File: config.mk
export PLATFORM = sky130hd
export DESIGN_NAME = bit_serial_alu_ctrl
export DESIGN_NICKNAME = d
export VERILOG_FILES = /design/src/rtl/bit_serial_alu_ctrl.sv
export SDC_FILE = /design/constraint.sdc
export NUM_CORES = 1
export LEC_CHECK = 0
export ABC_AREA = 1
export CAP_MARGIN = 20
export CORE_MARGIN = 1.5
export CORE_UTILIZATION = 25
export CTS_CLUSTER_SIZE = 16
export DETAILED_ROUTE_END_ITERATION = 12
export PLACE_DENSITY_LB_ADDON = 0.25
export SETUP_SLACK_MARGIN = 0.02
export SYNTH_ARGS = -nofsm -noshare
export SYNTH_HDL_FRONTEND = slang
export SYNTH_SLANG_ARGS = --single-unit
File: constraint.sdc
create_clock -name clk -period 4.3 [get_ports clk]
set_input_delay 0.645 -clock clk [delete_from_list [all_inputs] [get_ports clk]]
set_output_delay 0.645 -clock clk [all_outputs]
set_load 0.03 [all_outputs]
File: src/rtl/bit_serial_alu_ctrl.sv
// bit_serial_alu_ctrl
//   Sequencer that time-shares an external 1-bit ALU slice to perform
//   WIDTH-bit operations bit-serially, LSB first. It holds the operand
//   shift registers, the carry/borrow register between bit-steps,
//   result assembly, SLT resolution and the status flags.
//
//   Optional feature: define BSALU_ABORT_EN to add the abort input, which
//   cancels a running operation without a done pulse or result update.
//
// Ports
//   clk, reset_n            clock (rising edge), async active-low reset
//   start, op, a_in, b_in   issue request, sampled only in IDLE
//   abort                   (BSALU_ABORT_EN only) cancel a running op
//   busy, done              busy while not IDLE; done is a 1-cycle pulse
//   result, carry,
//   overflow, zero          result and flags, held until the next completion
//   alu_a, alu_b, alu_cin,
//   alu_op                  drive to the 1-bit slice (0 outside RUN)
//   alu_out, alu_cout       slice result bit and carry/borrow out
//
// state | meaning
// ------+-----------------------------------------------------------
// IDLE  | waiting for start; slice outputs held at 0
// RUN   | one bit-step per clock, WIDTH steps, LSB first
// DONE  | result/flags just updated, done pulses for this one cycle

module bit_serial_alu_ctrl #(
   parameter int WIDTH = 32
) (
   input  logic             clk,
   input  logic             reset_n,
   input  logic             start,
   input  logic [2:0]       op,
   input  logic [WIDTH-1:0] a_in,
   input  logic [WIDTH-1:0] b_in,
`ifdef BSALU_ABORT_EN
   input  logic             abort,
`endif
   output logic             busy,
   output logic             done,
   output logic [WIDTH-1:0] result,
   output logic             carry,
   output logic             overflow,
   output logic             zero,
   output logic             alu_a,
   output logic             alu_b,
   output logic             alu_cin,
   output logic [2:0]       alu_op,
   input  logic             alu_out,
   input  logic             alu_cout
);

   localparam int CW = (WIDTH > 2) ? $clog2(WIDTH) : 1;

   localparam logic [2:0] OP_ADD  = 3'b000;
   localparam logic [2:0] OP_SUB  = 3'b001;
   localparam logic [2:0] OP_XOR  = 3'b010;
   localparam logic [2:0] OP_SLT  = 3'b011;
   localparam logic [2:0] OP_AND  = 3'b100;
   localparam logic [2:0] OP_NAND = 3'b101;
   localparam logic [2:0] OP_NOR  = 3'b110;
   localparam logic [2:0] OP_OR   = 3'b111;

   typedef enum logic [1:0] {
      ST_IDLE = 2'd0,
      ST_RUN  = 2'd1,
      ST_DONE = 2'd2
   } state_t;

   state_t           state_q, state_d;
   logic [2:0]       op_q, op_d;
   logic [WIDTH-1:0] a_sh_q, a_sh_d;
   logic [WIDTH-1:0] b_sh_q, b_sh_d;
   // Only WIDTH-1 bits are stored: on the last step the slice output
   // itself supplies the MSB of the final result.
   logic [WIDTH-2:0] res_sh_q, res_sh_d;
   logic             cy_q, cy_d;
   logic [CW-1:0]    cnt_q, cnt_d;
   logic [WIDTH-1:0] result_q, result_d;
   logic             carry_q, carry_d;
   logic             ovf_q, ovf_d;
   logic             zero_q, zero_d;

   logic [WIDTH-1:0] res_cat;
   logic [WIDTH-1:0] fin_res;
   logic             fin_carry;
   logic             fin_ovf;
   logic             add_ovf;
   logic             sub_ovf;

   // Final-step resolution. On the last RUN cycle a_sh_q[0]/b_sh_q[0] are
   // the operand MSBs and alu_out is the result MSB.
   always_comb begin
      res_cat   = {alu_out, res_sh_q};
      add_ovf   = (a_sh_q[0] == b_sh_q[0]) && (alu_out != a_sh_q[0]);
      sub_ovf   = (a_sh_q[0] != b_sh_q[0]) && (alu_out != a_sh_q[0]);
      fin_res   = res_cat;
      fin_carry = 1'b0;
      fin_ovf   = 1'b0;
      unique case (op_q)
         OP_ADD: begin
            fin_carry = alu_cout;
            fin_ovf   = add_ovf;
         end
         OP_SUB: begin
            fin_carry = alu_cout;
            fin_ovf   = sub_ovf;
         end
         OP_SLT: begin
            // Signed less-than: sign of the difference, corrected when the
            // subtraction overflowed.
            fin_res    = '0;
            fin_res[0] = alu_out ^ sub_ovf;
            fin_carry  = alu_cout;
         end
         OP_XOR, OP_AND, OP_NAND, OP_NOR, OP_OR: begin
            fin_carry = 1'b0;
            fin_ovf   = 1'b0;
         end
         default: begin
            fin_carry = 1'b0;
            fin_ovf   = 1'b0;
         end
      endcase
   end

   always_comb begin
      state_d  = state_q;
      op_d     = op_q;
      a_sh_d   = a_sh_q;
      b_sh_d   = b_sh_q;
      res_sh_d = res_sh_q;
      cy_d     = cy_q;
      cnt_d    = cnt_q;
      result_d = result_q;
      carry_d  = carry_q;
      ovf_d    = ovf_q;
      zero_d   = zero_q;
      alu_a    = 1'b0;
      alu_b    = 1'b0;
      alu_cin  = 1'b0;
      alu_op   = 3'b000;

      unique case (state_q)
         ST_IDLE: begin
            if (start) begin
               state_d  = ST_RUN;
               op_d     = op;
               a_sh_d   = a_in;
               b_sh_d   = b_in;
               res_sh_d = '0;
               cy_d     = 1'b0;
               cnt_d    = CW'(WIDTH - 1);
            end
         end
         ST_RUN: begin
            alu_a   = a_sh_q[0];
            alu_b   = b_sh_q[0];
            alu_cin = cy_q;
            alu_op  = (op_q == OP_SLT) ? OP_SUB : op_q;
`ifdef BSALU_ABORT_EN
            if (abort) begin
               state_d = ST_IDLE;
            end else
`endif
            begin
               res_sh_d = res_cat[WIDTH-1:1];
               cy_d     = alu_cout;
               a_sh_d   = a_sh_q >> 1;
               b_sh_d   = b_sh_q >> 1;
               if (cnt_q == '0) begin
                  state_d  = ST_DONE;
                  result_d = fin_res;
                  carry_d  = fin_carry;
                  ovf_d    = fin_ovf;
                  zero_d   = (fin_res == '0);
               end else begin
                  cnt_d = cnt_q - 1'b1;
               end
            end
         end
         ST_DONE: begin
            state_d = ST_IDLE;
         end
         default: begin
            state_d = ST_IDLE;
         end
      endcase
   end

   always_ff @(posedge clk or negedge reset_n) begin
      if (!reset_n) begin
         state_q  <= ST_IDLE;
         op_q     <= 3'b000;
         a_sh_q   <= '0;
         b_sh_q   <= '0;
         res_sh_q <= '0;
         cy_q     <= 1'b0;
         cnt_q    <= '0;
         result_q <= '0;
         carry_q  <= 1'b0;
         ovf_q    <= 1'b0;
         zero_q   <= 1'b0;
      end else begin
         state_q  <= state_d;
         op_q     <= op_d;
         a_sh_q   <= a_sh_d;
         b_sh_q   <= b_sh_d;
         res_sh_q <= res_sh_d;
         cy_q     <= cy_d;
         cnt_q    <= cnt_d;
         result_q <= result_d;
         carry_q  <= carry_d;
         ovf_q    <= ovf_d;
         zero_q   <= zero_d;
      end
   end

   assign busy     = (state_q != ST_IDLE);
   assign done     = (state_q == ST_DONE);
   assign result   = result_q;
   assign carry    = carry_q;
   assign overflow = ovf_q;
   assign zero     = zero_q;

endmodule

### Word-level counts from Yosys, hierarchy flattened

Index checks and enable logic that the tools add are counted.

| storage, ports and cells | value |
|---|---|
| flip-flop bits (word level) | 141 |
| input bits | 72 |
| word-level logic and storage cells | 65 |

| operators by class | value |
|---|---|
| add/sub/neg operators | 1 |
| eq/ne operators | 15 |
| muxes and demuxes | 22 |
| bitwise logic cells | 1 |
| reductions and logical operators | 15 |

Operators with widths:

| operator | number |
|---|---|
| 32-bit one-hot mux with 2 select lines | 2 |
| 32-bit 2-to-1 mux | 3 |
| 31-bit one-hot mux with 2 select lines | 1 |
| 32-bit zero test | 1 |
| 31-bit 2-to-1 mux | 1 |
| 3-bit == test (second input constant) | 4 |
| 5-bit 2-to-1 mux | 2 |
| 5-bit one-hot mux with 2 select lines | 1 |
| 2-bit AND reduction | 4 |
| 3-bit by 2-bit == test with 1-bit output (second input constant) | 2 |
| 3-bit 2-to-1 mux | 2 |
| 2-bit != test (second input constant) | 3 |
| 1-bit one-hot mux with 2 select lines | 3 |
| 5-bit zero test | 1 |
| 5-bit OR reduction | 1 |
| 5-bit by 1-bit subtractor with 5-bit output (second input constant) | 1 |
| 1-bit 2-to-1 mux | 4 |
| 2-bit 2-to-1 mux | 2 |
| 2-bit one-hot mux with 2 select lines | 1 |
| 2-bit nonzero test | 2 |
| 3-bit by 1-bit == test with 1-bit output (second input constant) | 1 |
| 3-bit zero test | 1 |
| 3-bit AND reduction | 1 |
| 3-bit OR reduction | 1 |
| 7 further kinds | 9 |

### Logic depth before layout (Yosys ltp)

| depth | value |
|---|---|
| depth after elaboration | 5 |
| mapped depth | 10 |
| depth with buffers taken out | 10 |

### Least setup slack after synthesis

OpenSTA, ideal clock, no wires.

| timing path | value |
|---|---|
| path type | flip-flop to output port |
| from | register op_q[0] |
| to | output alu_op[1] |
| data arrival time | 1.645 ns |
| slack | 2.010 ns |
| stages on the path, launching flop included | 6 |
| path buffers | 2 |
| cell sequence | dfrtp_1 -> nand3_2 -> inv_1 -> buf_2 -> buf_2 -> nor3_1 |

| on the way | value |
|---|---|
| longest elaborated chain between the ends | 3 |

Ends and longest elaborated chain:

| what | RTL line | source |
|---|---|---|
| start, declared | 71 | `logic [2:0] op_q, op_d;` |
| start signal, assigned | 206 | `op_q <= op_d;` |
| 3-bit by 2-bit == test with 1-bit output | 160 | `alu_op = (op_q == OP_SLT) ? OP_SUB : op_q;` |
| 3-bit 2-to-1 mux | 160 |  |
| 3-bit 2-to-1 mux | 144 | `unique case (state_q)` |
| end, declared | 48 | `output logic [2:0] alu_op,` |

Every way passes these cells.

### Worst setup path after layout

| timing path | value |
|---|---|
| from | register state_q[1] |
| to | output alu_op[1] |

| on the way | value |
|---|---|
| longest elaborated chain between the ends | 2 |

Ends and longest elaborated chain:

| what | RTL line | source |
|---|---|---|
| start, declared | 70 | `state_t state_q, state_d;` |
| start signal, assigned | 205 | `state_q <= state_d;` |
| 2-bit by 1-bit == test with 1-bit output | 144 |  |
| 3-bit 2-to-1 mux | 144 |  |

Every way passes these cells.

==> run_results.csv <==
group,metric,value,unit
worst_setup_path,cp_top_family,"buffers and inverters",
final_layout,fin_cells,1057,
floorplan,dieWidth,164,um
synth,synth.top_cell.area_share,54.1,%
global_route,grt.busiest_layer,"met2",
global_route,grt_remaining_overflow,0,
place,pre_cts_ws,1.60,ns
synth,synthArstFlopShare,100,%
timing,fin_skew,0.00796,ns
cts,clk_path_buf_depth,2,
worst_setup_path,worstPathMaxFanout,41,
global_route,grt_pass1_wl,25700,um
cts,numClockSinks,141,
cts,cts_tree,"yes",
pwr,p_sw,2.20,mW
flow_run,max_cap_viol_count,0,
routing,first_pass_iters,4,
floorplan,pin_count,115,
pwr,intPower,3.62,mW
routing,vias,4789,
timing,finalSetupTns,0,ns
global_route,antenna_found_initial,0,
synth,yosys-top-cells-area,"dfrtp_1 54%, a221oi_2 13%, inv_1 6.2%, nor3_1 5.0%, o31ai_2 4.4%",
final_layout,antenna_cells,0,
synth,ys_seq_area_share,54.1,%
routing,wire_per_inst,15.0,um
timing,fmax,340,MHz
min_path,holdCritPathClass,"in2async",
cts,path_clk_slew,0.06,ns
timing,worst_hold_slack,0.309,ns
synth,yosys_warnings,0,
worst_setup_path,start_kind,"flip-flop",
timing,tightest_slew,1.01,ns
worst_setup_path,worstSetupEndpointType,"output port",
global_route,first_global_vias,4829,
worst_setup_path,crit_arrival,2.30,ns
worst_setup_path,cp_slowest_cell,"clkdlybuf4s50_1",
floorplan,die_h,164,um
final_layout,postLayoutCoreUtil,33.5,%
pwr,p_leak,3.60,nW
synth,syn_inst,614,
pwr,p_total,5.82,mW
synth,yosys.cell_types.count,32,
synth,synth-main-ff-cell,"dfrtp_1",
cts,post-cts-setup-buffers,0,
pwr,combPwrFrac,40.2,%
synth,avgSynthCellArea,10.6,um^2
cts,htreeDepth,4,
run_status,outcome,"completed",
worst_setup_path,path_buf_inv,2,
synth,yosys.area.top_type,"dfrtp_1",
cts,root_buffer,"clkbuf_16",
worst_setup_path,crit_required,3.65,ns
global_route,grt_max_degree,98,
pwr,seq_power_share,35.0,%
pwr,clock_power_share,24.8,%
floorplan,dieArea,27000,um^2
final_layout,fin_area,8500,um^2
final_layout,layout.nets,787,
cts,postCtsResizedCells,0,
cts,cts_hold_buf,0,
worst_setup_path,critPathKind,"reg2out",
synth,synth_commonest_cells,"141 x dfrtp_1, 108 x inv_1, 65 x nor3_1",
timing,slew_headroom,32.6,%
pwr,switching_share,37.8,%
timing,timing.final.crit_share,68.4,%
timing,min_period,2.94,ns
floorplan,initial_core_util,25.7,%
floorplan,core_area,25400,um^2
worst_setup_path,worstPathCellList,"nor2_4 -> inv_2 -> nor3_1 -> clkdlybuf4s50_1",
synth,syn-num-nets,687,
pwr,p_per_area,685,nW/um^2
timing,drv_slew,0,
pwr,vdd_drop_max,0.284,mV
synth,synth_edf_count,0,
place,dp.cells,1025,
final_layout,drive_above_1_share,18.0,%
routing,postRouteWirelength,15800,um
timing,hold_violations,0,
global_route,grtUsageMet3,2.96,%
place,portBuffers,114,
place,placed_area,7920,um^2
worst_setup_path,cpPeakStageDelay,0.71,ns
synth,ys_seq_elements,141,
cts,cts_buffers,17,
timing,finalSetupViolations,0,
final_layout,syn_to_final_growth,30.4,%
floorplan,rows,58,
routing,via_per_inst,4.53,
place,dp_hpwl,10300,um
timing,setup_ws,1.36,ns
global_route,use_met2,18.4,%
synth,synth.most_common_cell,"dfrtp_1",
global_route,grt_use_met1,17.5,%
timing,rsz0062_at_grt,"no",
cts,clk_latency,0.42,ns
routing,final_antenna_net_count,0,
routing,drt_iter0_drc,273,
synth,syn-cell-area,6520,um^2
routing,drc_errors,0,
global_route,grtUsageTotal,12.4,%
place,gp_congestion,0.690,
-- layout by cell type (no fill, tap or decap), drive strengths merged --
| master | n |
|---|---|
| dfrtp | 141 |
| inv | 114 |
| clkdlybuf4s50 | 113 |
| nor3 | 65 |
| nand2 | 62 |
| a221oi | 62 |
| o22ai | 30 |
| o31ai | 26 |
| o21ai | 26 |
| nor2 | 21 |
| clkbuf | 19 |
| buf | 12 |
| nand3 | 9 |
| clkinvlp | 5 |
| clkinv | 5 |
| a21oi | 4 |
| xor2 | 2 |
| o21a | 2 |
| nand4 | 2 |
| bufinv | 2 |
| a21boi | 1 |
| a31oi | 1 |
| o211ai | 1 |
| xnor2 | 1 |
| ha | 1 |
-- cell families (layout without fill, tap and decap cells) --
kind of cell               count (synthesis)  in the layout  synth area share (%)
buffers and inverters                    157            270                  10.1
and+or+nand+nor                          159            159                  11.0
AOI/OAI and AO/OA                        153            153                  24.1
adders and majority gates                  1              1                 0.192
DFF                                      141            141                  54.1
xor gates and xnor gates                   3              3                 0.403
-- power groups by stage --
stage / logic [mW] / clock network, mW / registers, mW
after CTS: 2.38 / 1.49 / 2.04
after global routing: 2.59 / 1.55 / 2.10
final: 2.34 / 1.44 / 2.04
after floorplan: 1.51 / 0 / 2.23
after global placement: 2.35 / 0 / 2.06
after detailed placement: 2.37 / 0 / 2.06
-- state kept, by name, indices dropped and copies added, names as in the netlist --
| name | cells |
|---|---|
| cy_q | 1 |
| carry | 1 |
| zero | 1 |
| op_q | 3 |
| cnt_q | 5 |
| b_sh_q | 32 |
| result | 32 |
| res_sh_q | 31 |
| overflow | 1 |
| state_q | 2 |
| a_sh_q | 32 |
-- area by class of cell --
| cell class | count | area, um^2 |
|---|---|---|
| fill | 2619 | 16900 |
| clock inverter | 13 | 143 |
| timing repair buffer | 125 | 1220 |
| multi-input combinational | 316 | 2330 |
| clock buffer | 19 | 433 |
| sequential | 141 | 3530 |
| inverter | 113 | 425 |
| tap | 330 | 413 |
-- layer usage --
layer,vias to the layer above,routed length (um)
met1,2312,8040
met2,115,6870
met5,-,0
met3,16,702
met4,0,196
li1,2346,-
-- worst reg2reg max path: stages (launching register included) --
cell and delay [ns]:
dfrtp_1 0.43, nor2_4 0.14, buf_4 0.56, buf_4 0.89
nor3_1 0.17, a221oi_1 0.26
-- path summary, 6_finish.rpt --
path	from	to	slack (ns)	depth (start not counted)
min in group clk	result[5]	result[5]	0.48	2
hold / removal	reset_n	result[5]	0.31	1
max in group asynchronous	reset_n	result[7]	3.08	2
setup reg to reg	state_q[1]	b_sh_q[28]	1.75	5
hold reg to reg	result[5]	result[5]	0.48	2
setup / recovery	state_q[1]	alu_op[1]	1.36	4
Power figures use the tool's default switching activity.
